[src/rtl/calib_rx_ctrl.sv]
// calib_rx_ctrl: receive-side calibration sequencer.
// Hunts for the sync word by issuing bit-slip requests, confirms lock over
// several consecutive sync words, then enables the 9b/8b decoder for the
// payload and checks each decoded byte against an incrementing reference.
module calib_rx_ctrl #(
  parameter logic [8:0]  SYNC_CODE     = 9'h166,
  parameter int unsigned HUNT_WORDS    = 16,
  parameter int unsigned SYNC_REPEAT   = 4,
  parameter int unsigned PAYLOAD_WORDS = 256,
  parameter int unsigned ERR_MAX       = 0
) (
  input  logic       clk,
  input  logic       rst,
  input  logic       start,
  input  logic       abort,
  input  logic       code_valid,
  input  logic [8:0] code_in,
  input  logic [7:0] dec_data,
  output logic       dec_enable,
  output logic       bit_slip,
  output logic       busy,
  output logic       locked,
  output logic       done,
  output logic       pass,
  output logic [7:0] err_cnt,
  output logic [3:0] slip_cnt
);

  typedef enum logic [2:0] {
    IDLE, HUNT, LOCK_CHK, CHECK, DONE, FAIL
  } state_t;

  localparam logic [15:0] HUNT_LIM = 16'(HUNT_WORDS);
  localparam logic [15:0] SYNC_LIM = 16'(SYNC_REPEAT);
  localparam logic [15:0] PAY_LIM  = 16'(PAYLOAD_WORDS);
  // Nine slips walk the aligner through every bit phase of a 9-bit word.
  localparam logic [3:0]  SLIP_LIM = 4'd9;

  state_t      state;
  logic [15:0] miss_cnt;
  logic [15:0] sync_cnt;
  logic [15:0] en_cnt;     // payload words handed to the decoder
  logic [15:0] word_cnt;   // payload words compared
  logic [7:0]  expected;
  logic        cmp_pending;
  logic        is_sync;
  logic [7:0]  err_next;

  assign is_sync = code_valid && (code_in == SYNC_CODE);

  // NOTE: dec_enable must be combinational so the decoder captures the very
  // word presented this cycle; a registered enable would lag by one word.
  assign dec_enable = (state == CHECK) && code_valid && (en_cnt < PAY_LIM);

  // Saturating error count including the compare happening this cycle.
  assign err_next = ((dec_data != expected) && (err_cnt != 8'hFF))
                    ? err_cnt + 8'd1 : err_cnt;

  // Sequencer state, counters and registered status outputs.
  always_ff @(posedge clk) begin
    if (rst) begin
      state       <= IDLE;
      bit_slip    <= 1'b0;
      busy        <= 1'b0;
      locked      <= 1'b0;
      done        <= 1'b0;
      pass        <= 1'b0;
      err_cnt     <= 8'd0;
      slip_cnt    <= 4'd0;
      miss_cnt    <= 16'd0;
      sync_cnt    <= 16'd0;
      en_cnt      <= 16'd0;
      word_cnt    <= 16'd0;
      expected    <= 8'd0;
      cmp_pending <= 1'b0;
    end else if (abort) begin
      // Abort wins over start; error and slip counts stay readable.
      state       <= IDLE;
      bit_slip    <= 1'b0;
      busy        <= 1'b0;
      locked      <= 1'b0;
      done        <= 1'b0;
      pass        <= 1'b0;
      cmp_pending <= 1'b0;
    end else begin
      // NOTE: non-blocking assignments throughout; a later assignment in the
      // same cycle overrides these defaults without any read-after-write hazard.
      bit_slip    <= 1'b0;
      cmp_pending <= dec_enable;
      if (dec_enable) en_cnt <= en_cnt + 16'd1;

      unique case (state)
        IDLE, DONE, FAIL: begin
          if (start) begin
            state    <= HUNT;
            busy     <= 1'b1;
            locked   <= 1'b0;
            done     <= 1'b0;
            pass     <= 1'b0;
            err_cnt  <= 8'd0;
            slip_cnt <= 4'd0;
            miss_cnt <= 16'd0;
            sync_cnt <= 16'd0;
            en_cnt   <= 16'd0;
            word_cnt <= 16'd0;
            expected <= 8'd0;
          end
        end

        HUNT: begin
          if (code_valid) begin
            if (is_sync) begin
              miss_cnt <= 16'd0;
              if (SYNC_LIM == 16'd1) begin
                state  <= CHECK;
                locked <= 1'b1;
              end else begin
                state    <= LOCK_CHK;
                sync_cnt <= 16'd1;
              end
            end else if (miss_cnt + 16'd1 == HUNT_LIM) begin
              miss_cnt <= 16'd0;
              bit_slip <= 1'b1;
              slip_cnt <= slip_cnt + 4'd1;
              if (slip_cnt + 4'd1 == SLIP_LIM) begin
                state  <= FAIL;
                busy   <= 1'b0;
                done   <= 1'b1;
                pass   <= 1'b0;
                locked <= 1'b0;
              end
            end else begin
              miss_cnt <= miss_cnt + 16'd1;
            end
          end
        end

        LOCK_CHK: begin
          if (code_valid) begin
            if (is_sync) begin
              sync_cnt <= sync_cnt + 16'd1;
              if (sync_cnt + 16'd1 == SYNC_LIM) begin
                state  <= CHECK;
                locked <= 1'b1;
              end
            end else begin
              // A broken sync run restarts the hunt in the same phase.
              state    <= HUNT;
              miss_cnt <= 16'd0;
            end
          end
        end

        CHECK: begin
          if (cmp_pending) begin
            expected <= expected + 8'd1;
            word_cnt <= word_cnt + 16'd1;
            err_cnt  <= err_next;
            if (word_cnt + 16'd1 == PAY_LIM) begin
              state <= DONE;
              busy  <= 1'b0;
              done  <= 1'b1;
              pass  <= (32'(err_next) <= ERR_MAX);
            end
          end
        end

        default: state <= IDLE;
      endcase
    end
  end

endmodule

[config.mk]
export PLATFORM = sky130hd
export DESIGN_NAME = calib_rx_ctrl
export DESIGN_NICKNAME = d
export VERILOG_FILES = /design/src/rtl/calib_rx_ctrl.sv
export SDC_FILE = /design/constraint.sdc
export NUM_CORES = 1
export LEC_CHECK = 0
export BUFFER_PORTS_ARGS = -buffer_cell sky130_fd_sc_hd__clkbuf_2
export CORE_MARGIN = 2
export CORE_UTILIZATION = 50
export CTS_CLUSTER_SIZE = 28
export DETAILED_ROUTE_END_ITERATION = 8
export GPL_ROUTABILITY_DRIVEN = 0
export GPL_TIMING_DRIVEN = 0
export PLACE_DENSITY_LB_ADDON = 0.12
export SLEW_MARGIN = 0
export SYNTH_ARGS = -nofsm -noshare
export SYNTH_HDL_FRONTEND = slang
export SYNTH_SLANG_ARGS = --single-unit
[constraint.sdc]
create_clock -name clk -period 5.9 [get_ports clk]
set_input_delay 0.885 -clock clk [delete_from_list [all_inputs] [get_ports clk]]
set_output_delay 0.885 -clock clk [all_outputs]
set_load 0.01 [all_outputs]
==> results of run 1 <==
==> synthesized netlist by cell type (4+ instances only) <==
master    count
a211oi_1      9
a21o_1        5
a21oi_1      46
a22oi_1      10
a311oi_1      6
a31oi_1      11
and2_1       11
and3_1       10
and4_1        4
buf_2        10
clkbuf_1     21
dfxtp_1      93
ha_1          9
inv_1        14
mux2i_1       9
nand2_1      51
nand3_1      25
nand3b_1      7
nand4_1      24
nor2_1       98
nor2b_1       4
nor3_1       16
nor4_1        8
o21ai_0      34
or2_2         5
or3_1        21
or4_1         5
xnor2_1      17
xor2_1       32
==> layout make-up <==
type | count | area [sq um] | area share [%]
clock inverters | 5 | 58.8 | 0.982
repair buffers | 39 | 195 | 3.26
flip-flops and latches | 93 | 1860 | 31.1
multi-input cells | 538 | 3340 | 55.8
inverters | 14 | 52.6 | 0.877
plain buffers | 36 | 159 | 2.65
clock buffers | 11 | 151 | 2.53
well taps | 136 | 170 | 2.84
==> where the power goes <==
group	switching, mW	internal [mW]
clock	0.234	0.219
sequential	0.00608	0.632
combinational	0.0742	0.0366
total	0.314	0.887
==> metrics by stage <==
| stage | cells | hold slack [ns] | instance area (sq um) |
|---|---|---|---|
| 2_1_floorplan | 681 | 0.431 | 5410 |
| 3_3_place_gp | 856 | 0.444 | 5780 |
| 3_5_place_dp | 856 | 0.448 | 5780 |
| 4_1_cts | 872 | 0.473 | 5990 |
| 5_1_grt | 872 | 0.489 | 5990 |
| 6_report | 872 | 0.472 | 5990 |
==> critical path: cells and delay by family <==
family                 cells  cell delay (ns)
buffers and inverters      1             0.08
AOI/OAI and AO/OA          3             0.46
and+or+nand+nor            4             1.83
==> routing by layer <==
metal  global-route usage (%)  wire length (um)  vias up
met1                     31.9              6240     2417
met2                     38.5              6170      117
li1                         -                 -     2571
met5                        0                 0        -
met4                     10.4               234        0
met3                     3.62               636       15
==> how the worst max path moves through the flow <==
stage | startpoint | end | cells after the start
2_1_floorplan | code_in[3] | sync_cnt[7] | 7
3_3_place_gp | code_in[3] | sync_cnt[7] | 8
3_5_place_dp | code_in[3] | sync_cnt[7] | 8
4_1_cts | code_in[3] | sync_cnt[7] | 8
5_1_grt | code_in[3] | sync_cnt[7] | 8
6_report | code_in[3] | sync_cnt[7] | 8
==> state kept, by name (all words and copies together) (netlist names), 3 cells and up <==
register and cells:
en_cnt 16, word_cnt 16, sync_cnt 16, expected 8, err_cnt 8, miss_cnt 16, slip_cnt 4, state 3
==> cells by family after synthesis <==
| logic type | share of synthesized area, % |
|---|---|
| and+or+nand+nor | 30.9 |
| buffers and inverters | 3.91 |
| DFF | 34.4 |
| muxes | 2.08 |
| AOI/OAI and AO/OA | 18.8 |
| xor gates and xnor gates | 7.93 |
| adders and majority gates | 2.08 |
==> impl_metrics.toml, run 1 <==
[status]
outcome = "finished, final reports clean"

[routing]
ant_nets = 0
drt-initial-drc-count = 195
avgViaCountPerCell = 5.87
first_pass_iters = 5
routed-via-count = 5120
wire_per_inst_um = 15.2
routed_wl_mm = 13.3
drc_errors = 0

[clock_tree]
cts_buffer_depth = 2
clk_pin_slew_ns = 0.09
cts_tree = "yes"
cts_setup_buffers = 0
htreeDepth = 3
ctsHoldBuffers = 0
clock_latency_ns = 0.38
cts_resized = 0
clkSinkCount = 93
cts_buffers = 9
clockRootBuffer = "clkbuf_8"

[pwr]
peakVddDrop_uv = 119
power_density_nw_per_um2 = 201
p_leak_nw = 2.14
total_power_mw = 1.20

[synthesis]
syn_area_sq_um = 5410
ys_top_cells_by_area = "dfxtp_1 (34%), nor2_1 (6.8%), xor2_1 (5.2%)"
netlist_instances = 681
synth_cell_types = 75
synth_top_area_cell = "dfxtp_1"
synth_edf_count = 0
avgSynthCellArea_sq_um = 7.95
syn_nets = 712
async_flop_share_pct = 0
yosysSeqAreaShare_pct = 34.4
yosysWarningCount = 0
synth_top_area_share_pct = 34.4
ys_ff_latch = 93
ys.flop_type = "dfxtp_1"

[setup_path]
rr_worst_depth = 8
cp_common_cell = "a21oi_1"
path_cells = "clkbuf_2 -> nor4bb_1 -> nand3_1 -> a21oi_1 -> o21bai_1 -> or2_1 -> or4_1 -> a21oi_1"
required_ns = 6.21
critPathCaptureType = "flip-flop"
arrival_ns = 3.26
cpMaxStageDelayCell = "nor4bb_1"
startpoint_type = "input pin"
critPathKind = "in -> reg"
rr_startpoint = "miss_cnt[0]"
crit_fanout = 8
critical-path-max-stage-delay_ns = 0.61
r2r-end = "done"
reg2reg_slack_ns = 3.06

[placed_design]
port_buffers = 39
post-place-ws_ns = 2.60
hpwl_mm = 9.48

[min_path]
hp-class = "reg -> reg"
worstHoldPathCells = 1
min_from = "en_cnt[11]"
hold_end = "en_cnt[11]"

[sta]
rsz0062_at_grt = "false"
period_share_pct = 49.9
tns_ns = 0
finalWorstSetupSlack_ns = 2.96
worstMarginPinSlew_ns = 0.678
fin_crit_ns = 2.94
max_freq_ghz = 0.340
finalClockSkew_ns = 0.0110
slew-limit-headroom_pct = 54.2
hold_violations = 0
finalSetupViolCount = 0
drv_slew = 0

[die]
die_h_um = 108
initial_core_util_pct = 52.0
coreArea_sq_um = 10400
ios = 40
die_w_um = 108
row_count = 37
die-area_sq_um = 11700

[grt]
grt_pass1_wl_mm = 22.2
grt_antenna_before_repair = 0
overflow = 0
grt_max_degree = 16
grt_pass1_vias = 4660
track_usage_pct = 23.9

[layout]
fillers = 996
drive_gt1_share_pct = 11.7
final_nets = 762
diodes = 0
final_cell_mix = "nor2_1 (98), dfxtp_1 (93), nand2_1 (51), a21oi_1 (46), clkbuf_2 (39)"
area_delta_synth_final_pct = 10.6
final_common_cell = "nor2_1"
fin_util_pct = 57.5

[job]
cap_violations = 0
Note: power is estimated with default switching activity, not from simulation.
==> run 2, diff against run 1 <==
- clock period: 5.9 -> 3 ns (I/O delays scaled with it)
==> run 2 against run 1 <==
Effect of this change:
- core utilization is 0.060 points higher
- sequential share of layout area hardly changed
- wire length is 0.26% higher
- sequential power is 96% higher
- critical path type is now reg -> reg
- combinational power is 96% higher
- register-to-register slack worse by 2.9 ns
- flip-flop and latch count stayed put
- via count hardly changed
- total power is 97% higher
- clock-buffer cell count stayed put
==> impl_metrics.toml, run 2 (synthesis results as in run 1) <==
[status]
outcome = "finished, final reports clean"

[setup_path]
r2r-end = "done"
rr_worst_depth = 8
crit_fanout = 6
critPathCaptureType = "flip-flop"
startpoint_type = "flip-flop"
arrival_ns = 3.15
critPathKind = "reg -> reg"
required_ns = 3.31
rr_startpoint = "word_cnt[0]"
reg2reg_slack_ns = 0.17

[sta]
hold_violations = 0
tns_ns = 0
worstMarginPinSlew_ns = 0.678
drv_slew = 0
period_share_pct = 94.4
fin_crit_ns = 2.83
max_freq_ghz = 0.353
finalSetupViolCount = 0
slew-limit-headroom_pct = 54.2
finalClockSkew_ns = 0.0110
rsz0062_at_grt = "false"

[pwr]
p_leak_nw = 2.15
power_density_nw_per_um2 = 394
peakVddDrop_uv = 233

[die]
ios = 40
die_w_um = 108
initial_core_util_pct = 52.0
row_count = 37
die-area_sq_um = 11700
die_h_um = 108
coreArea_sq_um = 10400

[routing]
drc_errors = 0
ant_nets = 0
drt-initial-drc-count = 193
avgViaCountPerCell = 5.88
routed-via-count = 5124
first_pass_iters = 5
wire_per_inst_um = 15.3
routed_wl_mm = 13.3

[layout]
stdcell_count = 872
stdcell_area_sq_um = 6000
final_nets = 762
final_cell_mix = "nor2_1 (98), dfxtp_1 (93), nand2_1 (51), a21oi_1 (46), clkbuf_2 (39)"
diodes = 0
final_common_cell = "nor2_1"
area_delta_synth_final_pct = 10.7
drive_gt1_share_pct = 11.7
fillers = 997

[placed_design]
dpl_cell_area_sq_um = 5780
port_buffers = 39
dp.cells = 856
hpwl_mm = 9.48

[clock_tree]
clockRootBuffer = "clkbuf_8"
cts_buffer_depth = 2
htreeDepth = 3
clkSinkCount = 93
ctsHoldBuffers = 0
cts_buffers = 9
clk_pin_slew_ns = 0.09
cts_tree = "yes"
cts_setup_buffers = 0
clock_latency_ns = 0.38

[min_path]
hp-class = "in -> reg"
min_from = "start"
worstHoldPathCells = 4
hold_end = "locked"

[grt]
grt_pass1_wl_mm = 22.2
track_usage_pct = 23.9
grt_pass1_vias = 4660
grt_antenna_before_repair = 0
grt_max_degree = 16
overflow = 0

[job]
cap_violations = 0
run 2: worst max-delay path by stage:
stage | end | depth (start not counted) | start
4_1_cts | done | 8 | miss_cnt[0]
5_1_grt | word_cnt[6] | 7 | state[1]
2_1_floorplan | done | 8 | word_cnt[0]
3_5_place_dp | sync_cnt[7] | 8 | code_in[3]
6_report | done | 8 | word_cnt[0]
3_3_place_gp | sync_cnt[7] | 8 | code_in[3]
run 2: critical path: stages, from the launching register on:
cell	delay, ns
dfxtp_1	0.47
ha_1	0.29
nand4_1	0.16
or3_1	0.41
xnor2_1	0.14
a2111o_1	0.44
o31a_1	0.33
a211oi_4	0.29
mux2i_1	0.22
run 2: stage by stage:
step	hold WS [ns]	util, %	setup WS [ns]	total power, mW
floorplan	0.431	-	0.511	1.43
global placement	0.444	55.5	0.162	1.50
detailed placement	0.448	55.5	0.139	1.50
CTS	0.406	57.5	0.160	2.39
global route	0.444	57.6	0.0124	2.45
finish	0.427	57.6	0.167	2.36
run 2: where the power goes:
group / switching, mW / total, mW / internal (mW)
sequential: 0.0119 / 1.25 / 1.24
clock: 0.460 / 0.890 / 0.430
combinational: 0.146 / 0.218 / 0.0720
total: 0.618 / 2.36 / 1.75
run 2: what timing repair did:
| action | 4_1_cts | 5_1_grt |
|---|---|---|
| resized for setup | 0 | 1 |
| endpoints found under the hold margin | 0 | 0 |
| endpoints found under the setup margin | 0 | 6 |
run 2: layout make-up:
type / instances / area [sq um] / area share (%)
multi-input cells: 538 / 3350 / 55.8
flip-flops and latches: 93 / 1860 / 31.1
repair buffers: 39 / 195 / 3.26
well taps: 136 / 170 / 2.84
plain buffers: 36 / 159 / 2.65
clock buffers: 11 / 151 / 2.53
clock inverters: 5 / 58.8 / 0.981
inverters: 14 / 52.6 / 0.876
run 2: per-layer routing:
| metal | GRT usage (%) | wire length (um) | vias to the layer above |
|---|---|---|---|
| met3 | 3.62 | 629 | 15 |
| met4 | 10.4 | 234 | 0 |
| met1 | 31.9 | 6270 | 2421 |
| li1 | - | - | 2571 |
| met5 | 0 | 0 | - |
| met2 | 38.5 | 6180 | 117 |
